$ cat src/rtl/arith_pkg.sv
// Shared arithmetic-block definitions: FSM state encoding for the
// sequential unsigned multiplier.
package arith_pkg;

  // IDLE: no product yet (or just reset); RUN: shift-add iterations;
  // DONE: out holds a finished product.
  typedef enum logic [1:0] {
    IDLE = 2'd0,
    RUN  = 2'd1,
    DONE = 2'd2
  } umul_state_e;

  // Width for a counter that must reach n without wrapping.
  function automatic int cnt_width(input int n);
    return (n < 1) ? 1 : $clog2(n + 1);
  endfunction

endpackage

$ cat src/rtl/seq_umul.sv
// Sequential unsigned shift-add multiplier. One partial product per clock,
// fixed N_BIT-cycle latency. out changes only when a run finishes, so a
// partial product is never visible.
module seq_umul
  import arith_pkg::*;
#(
  parameter int N_BIT   = 24,
  parameter int RES_BIT = 2 * N_BIT
) (
  input  logic               clk,
  input  logic               rst,
  input  logic               start,
  input  logic [N_BIT-1:0]   a,
  input  logic [N_BIT-1:0]   b,
  output logic [RES_BIT-1:0] out,
  output logic               ready
);

  localparam int ACC_W = 2 * N_BIT;
  localparam int CNT_W = cnt_width(N_BIT);
  localparam logic [CNT_W-1:0] LAST_IT = CNT_W'(N_BIT - 1);

  umul_state_e        state_q, state_d;
  logic [CNT_W-1:0]   cnt_q,    cnt_d;
  logic [ACC_W-1:0]   acc_q,    acc_d;
  logic [ACC_W-1:0]   mcand_q,  mcand_d;
  logic [N_BIT-1:0]   mplier_q, mplier_d;
  logic [RES_BIT-1:0] out_q,    out_d;

  logic [ACC_W-1:0]   sum;
  logic [RES_BIT-1:0] sum_fit;

  // Single adder: accumulator plus the shifted multiplicand when the
  // current multiplier bit is set.
  assign sum = acc_q + (mplier_q[0] ? mcand_q : '0);

  // Fit the full product onto the output width (truncate or zero-extend).
  if (RES_BIT > ACC_W) begin : g_ext
    assign sum_fit = {{(RES_BIT - ACC_W){1'b0}}, sum};
  end else if (RES_BIT == ACC_W) begin : g_eq
    assign sum_fit = sum;
  end else begin : g_trunc
    assign sum_fit = sum[RES_BIT-1:0];
  end

  // Next-state and datapath control; start is only honoured outside RUN.
  always_comb begin
    state_d  = state_q;
    cnt_d    = cnt_q;
    acc_d    = acc_q;
    mcand_d  = mcand_q;
    mplier_d = mplier_q;
    out_d    = out_q;
    case (state_q)
      IDLE, DONE: begin
        if (start) begin
          state_d  = RUN;
          mcand_d  = {{N_BIT{1'b0}}, a};
          mplier_d = b;
          acc_d    = '0;
          cnt_d    = '0;
        end
      end
      RUN: begin
        acc_d    = sum;
        mcand_d  = mcand_q << 1;
        mplier_d = mplier_q >> 1;
        cnt_d    = cnt_q + CNT_W'(1);
        if (cnt_q == LAST_IT) begin
          state_d = DONE;
          out_d   = sum_fit;
        end
      end
      default: state_d = IDLE;
    endcase
  end

  // State and datapath registers, cleared asynchronously on reset.
  always_ff @(posedge clk or posedge rst) begin
    if (rst) begin
      state_q  <= IDLE;
      cnt_q    <= '0;
      acc_q    <= '0;
      mcand_q  <= '0;
      mplier_q <= '0;
      out_q    <= '0;
    end else begin
      state_q  <= state_d;
      cnt_q    <= cnt_d;
      acc_q    <= acc_d;
      mcand_q  <= mcand_d;
      mplier_q <= mplier_d;
      out_q    <= out_d;
    end
  end

  assign out   = out_q;
  assign ready = (state_q != RUN);

endmodule
$ cat config.mk
export PLATFORM = sky130hd
export DESIGN_NAME = seq_umul
export DESIGN_NICKNAME = d
export VERILOG_FILES = /design/src/rtl/arith_pkg.sv /design/src/rtl/seq_umul.sv
export SDC_FILE = /design/constraint.sdc
export NUM_CORES = 1
export LEC_CHECK = 0
export ABC_AREA = 1
export BUFFER_PORTS_ARGS = -buffer_cell sky130_fd_sc_hd__buf_2
export CAP_MARGIN = 20
export CELL_PAD_IN_SITES_DETAIL_PLACEMENT = 0
export CELL_PAD_IN_SITES_GLOBAL_PLACEMENT = 1
export CORE_MARGIN = 3
export CORE_UTILIZATION = 35
export DETAILED_ROUTE_END_ITERATION = 16
export GPL_TIMING_DRIVEN = 0
export MAX_ROUTING_LAYER = met4
export PLACE_DENSITY = 0.65
export REMOVE_ABC_BUFFERS = 1
export SLEW_MARGIN = 0
export SYNTH_ARGS = -nofsm -noshare
export SYNTH_HDL_FRONTEND = slang
export SYNTH_SLANG_ARGS = --single-unit
$ cat constraint.sdc
create_clock -name clk -period 7.94 [get_ports clk]
set_input_delay 1.191 -clock clk [delete_from_list [all_inputs] [get_ports clk]]
set_output_delay 1.191 -clock clk [all_outputs]
set_load 0.01 [all_outputs]
[Yosys cells after proc, flatten, opt, wreduce, memory -nomap -nowiden]
Index checks and enable logic that the tools add are counted.
Widths: inputs -> output; s select.
Word-level totals
  flip-flop bits (word level): 175
  latch bits: 0
  memory bits (writable): 0
  bits in read-only memories: 0
  bits of input ports: 51
  word-level logic and storage cells: 32
  memories kept: 0
Operators by class
  add/subtract/negate cells: 2
  multiply operators: 0
  divide/modulo/power cells: 0
  order comparisons: 0
  equal/unequal tests: 6
  shift-type cells: 0
  mux-type cells: 12
  bitwise logic cells: 0
  reductions and logical operators: 6
Operators with widths (count)
  $pmux 48 s2: 2
  $mux 48: 3
  $add 48x48->48: 1
  $pmux 24 s2: 1
  $mux 24: 1
  $pmux 5 s2: 1
  $reduce_and 2->1: 3
  $add 5x1->5 const B: 1
  $eq 5x5->1 const B: 1
  $mux 5: 1
  $mux 2: 2
  $ne 2x2->1 const B: 2
  $pmux 2 s2: 1
  $eq 2x1->1 const B: 1
  $eq 2x2->1 const B: 1
  $logic_not 2->1: 1
  $ne 2x1->1 const B: 1
  $reduce_bool 2->1: 1
  $reduce_or 2->1: 1

[Longest topological paths before layout]
  word-level depth: 4
  gate-level depth with buffers: 17
  gate-level depth less buffers: 16

[Worst setup path before layout]
No wires, ideal clock.
  path type: register to output
  start point: register state_q[0]
  end point: output ready
  arrival time: 1.095 ns
  required time: 6.749 ns
  path slack: 5.654 ns
  cell stages (with the launch flop): 6
  buffers on the path: 2
  path through: dfrtp_1 -> inv_2 -> nor2_2 -> inv_2 -> clkbuf_1 -> buf_2
Between the ends
  word-level cells in the longest chain between the ends: 1
Ends and longest elaborated chain
  start: declaration: line seq_umul.sv:23  | umul_state_e state_q, state_d;
  start signal: assignment: line seq_umul.sv:88  | state_q <= state_d;
  $ne 2x1->1: line seq_umul.sv:98  | assign ready = (state_q != RUN);
  end: declaration: line seq_umul.sv:16  | output logic ready
Every way passes these cells.

[Worst setup path in the final report]
Same ends and word-level chain as after synthesis.

==> metrics.txt <==
status complete, no violations; Pre-antenna DRT Iters 5; root buf cell clkbuf_16; CTS clock-pin slew for the worst setup and hold paths 0.08 ns; Max Cap Viol 0; Slew Viols, Final 0; Fin Setup TNS 0 ns; Worst Hold End out[43]; post-route ant nets 0; Yosys reg bits roughly 180; Worst Skew around 0.017 ns; CP max FO 50; Die Area 34,800 um2; final instance area 13,000 um2; worst reg2reg endpoint acc_q[45]; die width ~190 um; HP Start out[43]; DRT iter0 DRCs 597; via count 10,263; first-pass GRT wire length 55,800 um; FF-to-FF path depth 8; routability congestion estimate 0.885; CTS buffer count 17; Final setup viols 0; RSZ-0062 raised after global routing false; hpwl dp roughly 26,000 um; crit end category primary output; DP Cell Count 2,199; vias in the first global route 10,215; number of I/O port buffers 99; clk sinks 175; Rel. slew slack 0.381; Max clock buf depth 2; Area Growth Syn to Fin 14.1%; final wirelength roughly 34,000 um; worst reg-to-reg setup slack roughly 4.3 ns; Syn Std Cell Area 11,400 um2; Core Region 31,900 um2; total grt overflow 0; post-cts resize count 0; Critical Path AT 2.91 ns; starting density of the core 0.358; CP Class reg -> out; Achievable Freq 244 MHz; leading cell type in the layout, fill and taps excluded nand2_1; cell count after synthesis 1,710; # hold bufs at CTS 0; synth unique cells 34; CTS tree yes; Global Route Usage Sum 0.207; CP Buf/Inv Count 4; Final Non-Filler Cells between 2,000 and 2,500; Nets 1,884; crit-path cells inv_2, nor2_4, inv_2, buf_12, buf_2; Tcrit/Tclk final 0.517; crit path max-delay cell type nor2_4; Ys Warns 0; Most common cell on crit path inv_2; WL/cell between 15 and 20 um; height of the die between 150 and 200 um; VDD IR max 0.213 mV; Via density around 4.6; share of layout cells above drive strength 1 0.110; antenna violations before repair 0; Max stage delay on crit path ~0.77 ns; worst skew pair latency 0.46 ns; CP delay by family, top buffers and inverters; fin crit period 4.10 ns; power density over cell area ~400 nW/um2; I/O pin count 100; count of final hold-check violations 0; Leak Pwr 0.00746 uW; Synth Area per Inst 6.68 um2; Placed Area 12,400 um2; largest net degree at the start of global routing 107; cell row count 65; H-tree level count 4; Post-route DRC 0; Seq/Total Area, Yosys 0.384; Worst R2R Start state_q[0]; ANT cells 0; Slew @ Worst Pin 0.928 ns; Power Total 5230 uW; Worst Hold Path Cells 2; HP Class reg -> reg; FILL cells 3,533; post-CTS setup buffers 0; required time of the worst setup path 6.75 ns; commonest cells after routing, fill and taps aside nand2_1 (658), inv_1 (317), dfrtp_1 (174); Critical Path Start Type register
[registers in the layout (all words and copies together) (netlist names)]
name,cells
acc_q,48
cnt_q,5
mcand_q,48
mplier_q,24
out,48
state_q,2
[tightest hold or removal path, delay by kind of cell, from the launching register on]
kind,cells,cell delay [ns]
flops,1,0.34
simple gates,2,0.10
[cells in the mapped netlist]
cell	number	area share
o21bai_1	1	0.00066
clkbuf_1	33	0.011
nand4_1	10	0.0055
o221ai_1	22	0.017
nand2_1	658	0.22
or2_1	4	0.0022
nor2_4	2	0.0020
xnor2_1	16	0.012
inv_1	319	0.10
a32o_1	1	0.00088
fa_1	1	0.0018
o21ai_0	31	0.014
dfrtp_1	175	0.38
nor2_2	26	0.014
o21ai_1	13	0.0057
a21o_1	2	0.0013
nand3_2	4	0.0035
or2_2	2	0.0011
nand3_1	166	0.073
nor3_2	5	0.0044
nor2_1	71	0.023
o22ai_1	24	0.013
nand2_2	10	0.0055
buf_1	3	0.00099
buf_2	14	0.0061
ha_1	48	0.053
o211ai_1	1	0.00066
a22o_1	2	0.0015
xor2_1	2	0.0015
inv_2	8	0.0026
buf_4	1	0.00066
a21oi_1	26	0.011
nand3b_1	7	0.0046
nor3_1	2	0.00088
[routing by layer]
layer | wire length (um) | vias to the layer above | GRT usage
met4 | 353 | 0 | 0.0457
met1 | 18100 | 4681 | 0.310
met2 | 14200 | 153 | 0.300
met5 | 0 | - | -
li1 | - | 5410 | -
met3 | 1230 | 19 | 0.0272
[cell families after synthesis]
family	Yosys count	share of synthesized area
AO/OA/AOI/OAI	123	0.0658
XOR/XNOR	18	0.0138
adder cells (fa/ha/maj)	49	0.0544
buffers and inverters	378	0.126
flip-flops	175	0.384
AND/OR/NAND/NOR	967	0.356
[cell type report]
| class | instances | area [um2] | share of cell area |
|---|---|---|---|
| inverter | 327 | 1240 | 0.0950 |
| clock inverter | 15 | 186 | 0.0143 |
| timing repair buffer | 106 | 643 | 0.0494 |
| sequential | 175 | 4380 | 0.336 |
| multi-input combinational | 1157 | 5610 | 0.430 |
| tap | 435 | 544 | 0.0418 |
| clock buffer | 17 | 425 | 0.0327 |
[worst max path at each step]
stage,from,end,cells past startpoint,slack [ns]
6_report,state_q[0],ready,5,3.84
2_1_floorplan,rst,acc_q[0],1,2.00
3_3_place_gp,rst,acc_q[41],2,-0.51
4_1_cts,state_q[0],mcand_q[0],7,3.63
5_1_grt,state_q[0],ready,5,3.57
3_5_place_dp,state_q[0],mcand_q[0],7,3.64
[metrics by stage]
stage	utilization	hold slack, ns	setup WS, ns
floorplan	-	0.453	2.00
global placement	0.384	0.459	-0.513
detailed placement	0.389	0.461	3.64
CTS	0.408	0.481	3.63
global route	0.409	0.504	3.57
finish	0.409	0.473	3.84
[power breakdown]
part / total, uW / switching, uW / internal, uW
combinational: 2810 / 1860 / 952
sequential: 1550 / 238 / 1310
clock: 875 / 445 / 429
total: 5230 / 2540 / 2690
(Power assumes the default switching activity.)
